### config.mk
export PLATFORM = sky130hd
export DESIGN_NAME = comparador_serial_der_izq
export DESIGN_NICKNAME = d
export VERILOG_FILES = /design/src/rtl/comparador_pkg.sv /design/src/rtl/celda_tipica_der_izq.sv /design/src/rtl/comparador_serial_der_izq.sv
export SDC_FILE = /design/constraint.sdc
export NUM_CORES = 1
export LEC_CHECK = 0
export ABC_AREA = 1
export BUFFER_PORTS_ARGS = -buffer_cell sky130_fd_sc_hd__buf_2
export CAP_MARGIN = 20
export CORE_UTILIZATION = 35
export DETAILED_ROUTE_END_ITERATION = 8
export PLACE_DENSITY = 0.58
export SYNTH_ARGS = -nofsm -noshare
export SYNTH_HDL_FRONTEND = slang
export SYNTH_SLANG_ARGS = --single-unit
### constraint.sdc
create_clock -name clk -period 1.84 [get_ports clk]
set_clock_uncertainty 0.1 [all_clocks]
set_input_delay 0.276 -clock clk [delete_from_list [all_inputs] [get_ports clk]]
set_output_delay 0.276 -clock clk [all_outputs]
set_load 0.005 [all_outputs]
### src/rtl/comparador_pkg.sv
// rtl/comparador_pkg.sv - relation codes and FSM states for the serial comparators
package comparador_pkg;

  localparam logic [1:0] REL_NADA  = 2'b00;
  localparam logic [1:0] REL_IGUAL = 2'b01;
  localparam logic [1:0] REL_MAYOR = 2'b10;
  localparam logic [1:0] REL_MENOR = 2'b11;

  typedef enum logic [1:0] {
    REPOSO     = 2'b00,
    COMPARANDO = 2'b01,
    LISTO      = 2'b10
  } estado_t;

endpackage

### src/rtl/celda_tipica_der_izq.sv
// rtl/celda_tipica_der_izq.sv - right-to-left comparator cell: a differing bit overrides the incoming relation
module celda_tipica_der_izq
  import comparador_pkg::*;
(
  input  logic p,
  input  logic q,
  input  logic Ai,
  input  logic Bi,
  output logic P,
  output logic Q
);

  always_comb begin
    {P, Q} = {p, q};
    if (Ai != Bi) begin
      {P, Q} = Ai ? REL_MAYOR : REL_MENOR;
    end
  end

endmodule

### src/rtl/comparador_serial_der_izq.sv
// rtl/comparador_serial_der_izq.sv - LSB-first serial magnitude comparator with registered outputs
module comparador_serial_der_izq
  import comparador_pkg::*;
#(
  parameter int N = 8
) (
  input  logic       clk,
  input  logic       rst_n,
  input  logic       inicio,
  input  logic       bit_valido,
  input  logic       ai,
  input  logic       bi,
  output logic       ocupado,
  output logic       listo,
  output logic [1:0] relacion
);

  localparam int CW = $clog2(N);
  localparam logic [CW-1:0] ULTIMO = CW'(N - 1);

  estado_t       estado_q, estado_d;
  logic [CW-1:0] cnt_q, cnt_d;
  logic [1:0]    rel_q, rel_d;
  logic          ocupado_q, ocupado_d;
  logic          listo_q, listo_d;
  logic [1:0]    relacion_q, relacion_d;
  logic [1:0]    rel_celda;

  celda_tipica_der_izq u_celda (
    .p  (rel_q[1]),
    .q  (rel_q[0]),
    .Ai (ai),
    .Bi (bi),
    .P  (rel_celda[1]),
    .Q  (rel_celda[0])
  );

  always_comb begin
    estado_d   = estado_q;
    cnt_d      = cnt_q;
    rel_d      = rel_q;
    relacion_d = relacion_q;

    // inicio wins in every state, so it also serves as abort and as back-to-back start
    if (inicio) begin
      estado_d   = COMPARANDO;
      cnt_d      = '0;
      rel_d      = REL_IGUAL;
      relacion_d = REL_NADA;
    end else begin
      case (estado_q)
        COMPARANDO: begin
          if (bit_valido) begin
            rel_d = rel_celda;
            cnt_d = cnt_q + CW'(1);
            if (cnt_q == ULTIMO) begin
              estado_d   = LISTO;
              cnt_d      = '0;
              relacion_d = rel_celda;
            end
          end
        end
        LISTO:   estado_d = REPOSO;
        default: estado_d = REPOSO;
      endcase
    end

    ocupado_d = (estado_d == COMPARANDO);
    listo_d   = (estado_d == LISTO);
  end

  always_ff @(posedge clk or negedge rst_n) begin
    if (!rst_n) begin
      estado_q   <= REPOSO;
      cnt_q      <= '0;
      rel_q      <= REL_IGUAL;
      ocupado_q  <= 1'b0;
      listo_q    <= 1'b0;
      relacion_q <= REL_NADA;
    end else begin
      estado_q   <= estado_d;
      cnt_q      <= cnt_d;
      rel_q      <= rel_d;
      ocupado_q  <= ocupado_d;
      listo_q    <= listo_d;
      relacion_q <= relacion_d;
    end
  end

  assign ocupado  = ocupado_q;
  assign listo    = listo_q;
  assign relacion = relacion_q;

endmodule

# Word level (Yosys, flattened, before mapping)
# Cells that the tools add are included.
[op_classes]
add_sub_neg = 1
multipliers = 0
div_mod_pow = 0
n_lt_le_gt_ge = 0
n_eq_ne = 5
n_shift = 0
mux = 18
bitwise_logic = 0
n_reduce_logical = 5
[op_table]
columns = ["op", "n"]
rows = [
  ["2-bit two-way mux", 11],
  ["3-bit two-way mux", 4],
  ["2-bit nonzero test", 3],
  ["2-bit by 1-bit equality test with 1-bit output (second input constant)", 2],
  ["3-bit by 1-bit adder with 3-bit output (second input constant)", 1],
  ["3-bit equality test (second input constant)", 1],
  ["1-bit two-way mux", 3],
  ["3-bit AND reduction", 1],
  ["2-bit equality test (second input constant)", 1],
  ["2-bit AND reduction", 1],
  ["1-bit != test", 1],
]
[totals]
ff_bits = 11
latchBits = 0
mem_bits_rw = 0
rom_bits = 0
inputBits = 6
output_inout_bits = 4
elab_cells = 35
n_memories = 0

# Longest topological paths before layout
[logic_depth]
depth_word = 6
ltp_mapped = 8

# Cells and area by module
# Synthesis repeated with hierarchy kept, for this count alone.
[unflattened]
hier_cells = 61
hier_area_um2 = 530.5
[modules_own_cells]
columns = ["mod", "n_inst", "cells_each", "area_per_inst_um2", "seq_area_each_um2"]
rows = [
  ["comparador_serial_der_izq", 1, 53, 496.7, 276.5],
  ["celda_tipica_der_izq", 1, 8, 33.8, 0.0],
]

# Worst setup path before layout
# OpenSTA, ideal clock, no wires.
[synth_path]
path_kind = "flip-flop to flip-flop"
from = "register cnt_q[0]"
to = "register relacion_q[0], in the netlist relacion[0]"
t_arrival_ns = 1.065
required_time_ns = 1.624
path_slack_ns = 0.559
stages_incl_launch_ff = 9
path_buffers = 0
path_cell_list = "dfrtp_1 -> ha_1 -> ha_1 -> nand2_1 -> inv_2 -> nand2_4 -> nor2_4 -> nand2_1 -> nand2_1"
[synth_via]
elab_chain_len = 3
[synth_rtl]
columns = ["element", "line", "text"]
rows = [
  ["from (decl)", "comparador_serial_der_izq.sv:22", "logic [CW-1:0] cnt_q, cnt_d;"],
  ["from (signal assigned)", "comparador_serial_der_izq.sv:82", "cnt_q <= cnt_d;"],
  ["3-bit equality test", "comparador_serial_der_izq.sv:56", "if (cnt_q == ULTIMO) begin"],
  ["2-bit nonzero test (no line)", "--", ""],
  ["3-bit AND reduction (no line)", "--", ""],
  ["to (signal assigned)", "comparador_serial_der_izq.sv:86", "relacion_q <= relacion_d;"],
  ["to (decl)", "comparador_serial_der_izq.sv:26", "logic [1:0] relacion_q, relacion_d;"],
]
# Every way passes these cells.
# A chain may end at the register's enable or synchronous reset.

# Worst setup path in the final report
# Ends and elaborated chain as after synthesis.

==> flow_summary_export.csv <==
group,metric,value,unit
drt,wirelength,994,um
synth,synth_seq_cells,11,
cts,cts_buffers,3,
floorplan,die_h,41.16,um
sta,slew_violations,0,
drt,antenna_left,0,
synth,synth-simple-area-share,0.3170,
grt,grt_pass1_wl,1573,um
critical_path,worstSetupPathType,"register to register",
placement,dp_hpwl,732.8,um
floorplan,core_area,0.001366,mm^2
critical_path,arrival,1460,ps
sta,setup_viol,0,
synth,ys_seq_area_frac,0.5152,
critical_path,path_max_fanout,4,
sta,tns,0,ps
cts,clkLatencyLatePin,280,ps
floorplan,initial_core_util,0.3929,
floorplan,die_area,0.001694,mm^2
cells_and_area,fin_nets,82,
placement,dpl.cell_count,83,
synth,syn_avg_cell_area,8.946,um^2
sta,period_share,0.7549,
drt,first_pass_iters,2,
critical_path,cp-start-kind,"register",
critical_path,cp_cell_sequence,"ha_1 -> ha_1 -> nand2_1 -> inv_2 -> nand2_4 -> nor2_4 -> nand2_1 -> nand2_1",
synth,yosysTopAreaCell,"dfrtp_1",
critical_path,cp-end-kind,"register",
power,p_leak,0.3597,nW
critical_path,cp_data_required_time,1910,ps
sta,rsz0062_at_grt,"no",
cts,post_cts_buffers,0,
power,intPower,0.3495,mW
power,power.net_switching,0.1206,mW
synth,yosysWarnings,0,
drt,num_vias,421,
cells_and_area,drive_gt1_frac,0.2877,
power,combPwrFrac,0.091,
sta,tightest_slew,254.3,ps
cts,cts-htree-levels,1,
synth,synth_top_family_by_area,"simple AND/OR/NAND/NOR gates",
floorplan,boundaryPins,10,
power,p_clk_frac,0.369,
cells_and_area,final_cell_mix,"nand2_1, nand3_1, dfrtp_1",
power,vdd_drop_max,0.3442,mV
outcome,outcome,"complete, no violations",
drt,highest_layer,"met4",
sta,fmax,720.0,MHz
drt,post_drt_wl_per_cell,11.30,um
grt,antenna_found_initial,0,
cells_and_area,nFillCells,143,
critical_path,cp_common_cell,"nand2_1",
drt,wl_met2,447,um
grt,first_global_vias,388,
cts,cts_root_buf,"clkbuf_4",
drt,wl_met1,486,um
drt,wl_met3,45,um
cts,cts_sinks,11,
synth,synth_cell_types,15,
synth,synth_area_leaders,"dfrtp_1, nand3_1, nand2_1",
cells_and_area,final_common_cell,"nand2_1",
cells_and_area,final_cells,88,
sta,hold_violations,0,
cts,cts-resized-gates,0,
synth,syn_nets,68,
grt,track_usage,0.1513,
sta,slew_headroom,0.8305,
synth,synthXorXnorAreaFrac,0,
synth,synthAdderAreaFrac,0.04662,
cts,clk_pin_slew,80,ps
synth,syn_area,536.8,um^2
cts,cts_tree,"built",
power,power_frac_seq,0.540,
hold_path,worstHoldPathType,"input port to register",
synth,yosysTopAreaCellShare,0.4662,
placement,place_congestion,0.7014,
floorplan,rows,13,
placement,port_buffers,9,
sta,period_minus_slack,1389,ps
cells_and_area,syn_to_final_growth,16.55,%
power,p_per_area,751.5,mW/mm^2
drt,drtIter0Drc,8,
drt,vias_per_cell,4.784,
grt,grt_max_degree,12,
grt,grt-ovfl-total,0,
job,maxCapViolations,0,
power,swShare,0.2566,
cts,clock_path_buffers,2,
synth,synthCells,60,
critical_path,cp_slowest_cell,"dfrtp_1",
drt,drc,0,
synth,synth-compound-area-share,0.03730,
synth,synth_mux_area_frac,0,
cells_and_area,antenna_cells,0,
floorplan,die_w,41.16,um
critical_path,max_stage_delay,400,ps
==> routing by layer <==
layer  global-route usage  vias to the layer above
met2               0.2500                        9
met4              0.07258                        0
met3              0.06522                        2
met5                    0                        -
li1                     -                      218
met1               0.1645                      192
==> flip-flops by register name, summed over array words and instances, names as in the netlist <==
name      flops
cnt_q         3
estado_q      2
listo         1
ocupado       1
rel_q         2
relacion      2
==> timing repair <==
action,CTS,global route
setup endpoints to repair,0,0
hold endpoints to repair,10,0
hold buffers,1,0
==> cell usage after synthesis <==
cell      instances
nand2_1          13
nand3_1          11
dfrtp_1          10
inv_1             5
inv_2             4
nor2_1            4
a21oi_1           2
ha_1              2
nor2_4            2
o21ai_1           2
buf_6             1
dfstp_2           1
nand2_4           1
nand3_2           1
nand3b_1          1
==> worst paths after layout <==
kind / from / to / slack [ps] / depth (start not counted)
setup / recovery: cnt_q[0] / relacion[0] / 450 / 8
hold / removal: inicio / estado_q[1] / 160 / 2
setup reg to reg: cnt_q[0] / relacion[0] / 450 / 8
hold reg to reg: relacion[0] / relacion[0] / 410 / 2
max in group asynchronous: rst_n / rel_q[0] / 1080 / 2
min in group asynchronous: rst_n / estado_q[0] / 290 / 2
==> worst max-delay path: cells and delay by family, from the launching register on <==
family	cells	cell delay [ps]
adder cells (fa/ha/maj)	2	400
buffers and inverters	1	60
flip-flops	1	400
AND/OR/NAND/NOR	5	310
==> stage by stage <==
step | hold slack [ps] | setup WS (ps) | instance area, um^2 | total power [mW] | util
after floorplan | -119.6 | 558.8 | 536.8 | 0.2832 | -
after global placement | 61.39 | 511.3 | 589.3 | 0.2995 | 0.4313
after detailed placement | 62.77 | 475.9 | 589.3 | 0.3001 | 0.4313
after CTS | 154.5 | 456.2 | 625.6 | 0.4709 | 0.4579
after global routing | 148.9 | 374.4 | 625.6 | 0.4955 | 0.4579
final | 155.1 | 451.1 | 625.6 | 0.4702 | 0.4579
==> kinds of logic (layout without fill, tap and decap cells) <==
logic type | count (synthesis) | after routing
and+or+nand+nor | 33 | 33
DFF | 11 | 11
buffers and inverters | 10 | 23
AOI/OAI and AO/OA | 4 | 4
adders and majority gates | 2 | 2
==> layout make-up <==
class	count	area, um^2	area share
sequential	11	276.5	0.4420
clock buffer	4	26.28	0.04200
inverter	9	33.78	0.05400
tap	15	18.77	0.03000
multi-input combinational	39	215.2	0.3440
timing repair buffer	10	55.05	0.08800
==> power groups by stage <==
stage / Sequential [mW] / Clock, mW / Combinational, mW
finish: 0.254 / 0.174 / 0.0427
CTS: 0.254 / 0.174 / 0.0435
detailed placement: 0.258 / 0 / 0.0418
global placement: 0.258 / 0 / 0.0414
floorplan: 0.258 / 0 / 0.0257
global route: 0.255 / 0.190 / 0.0504
(Power assumes the default switching activity.)
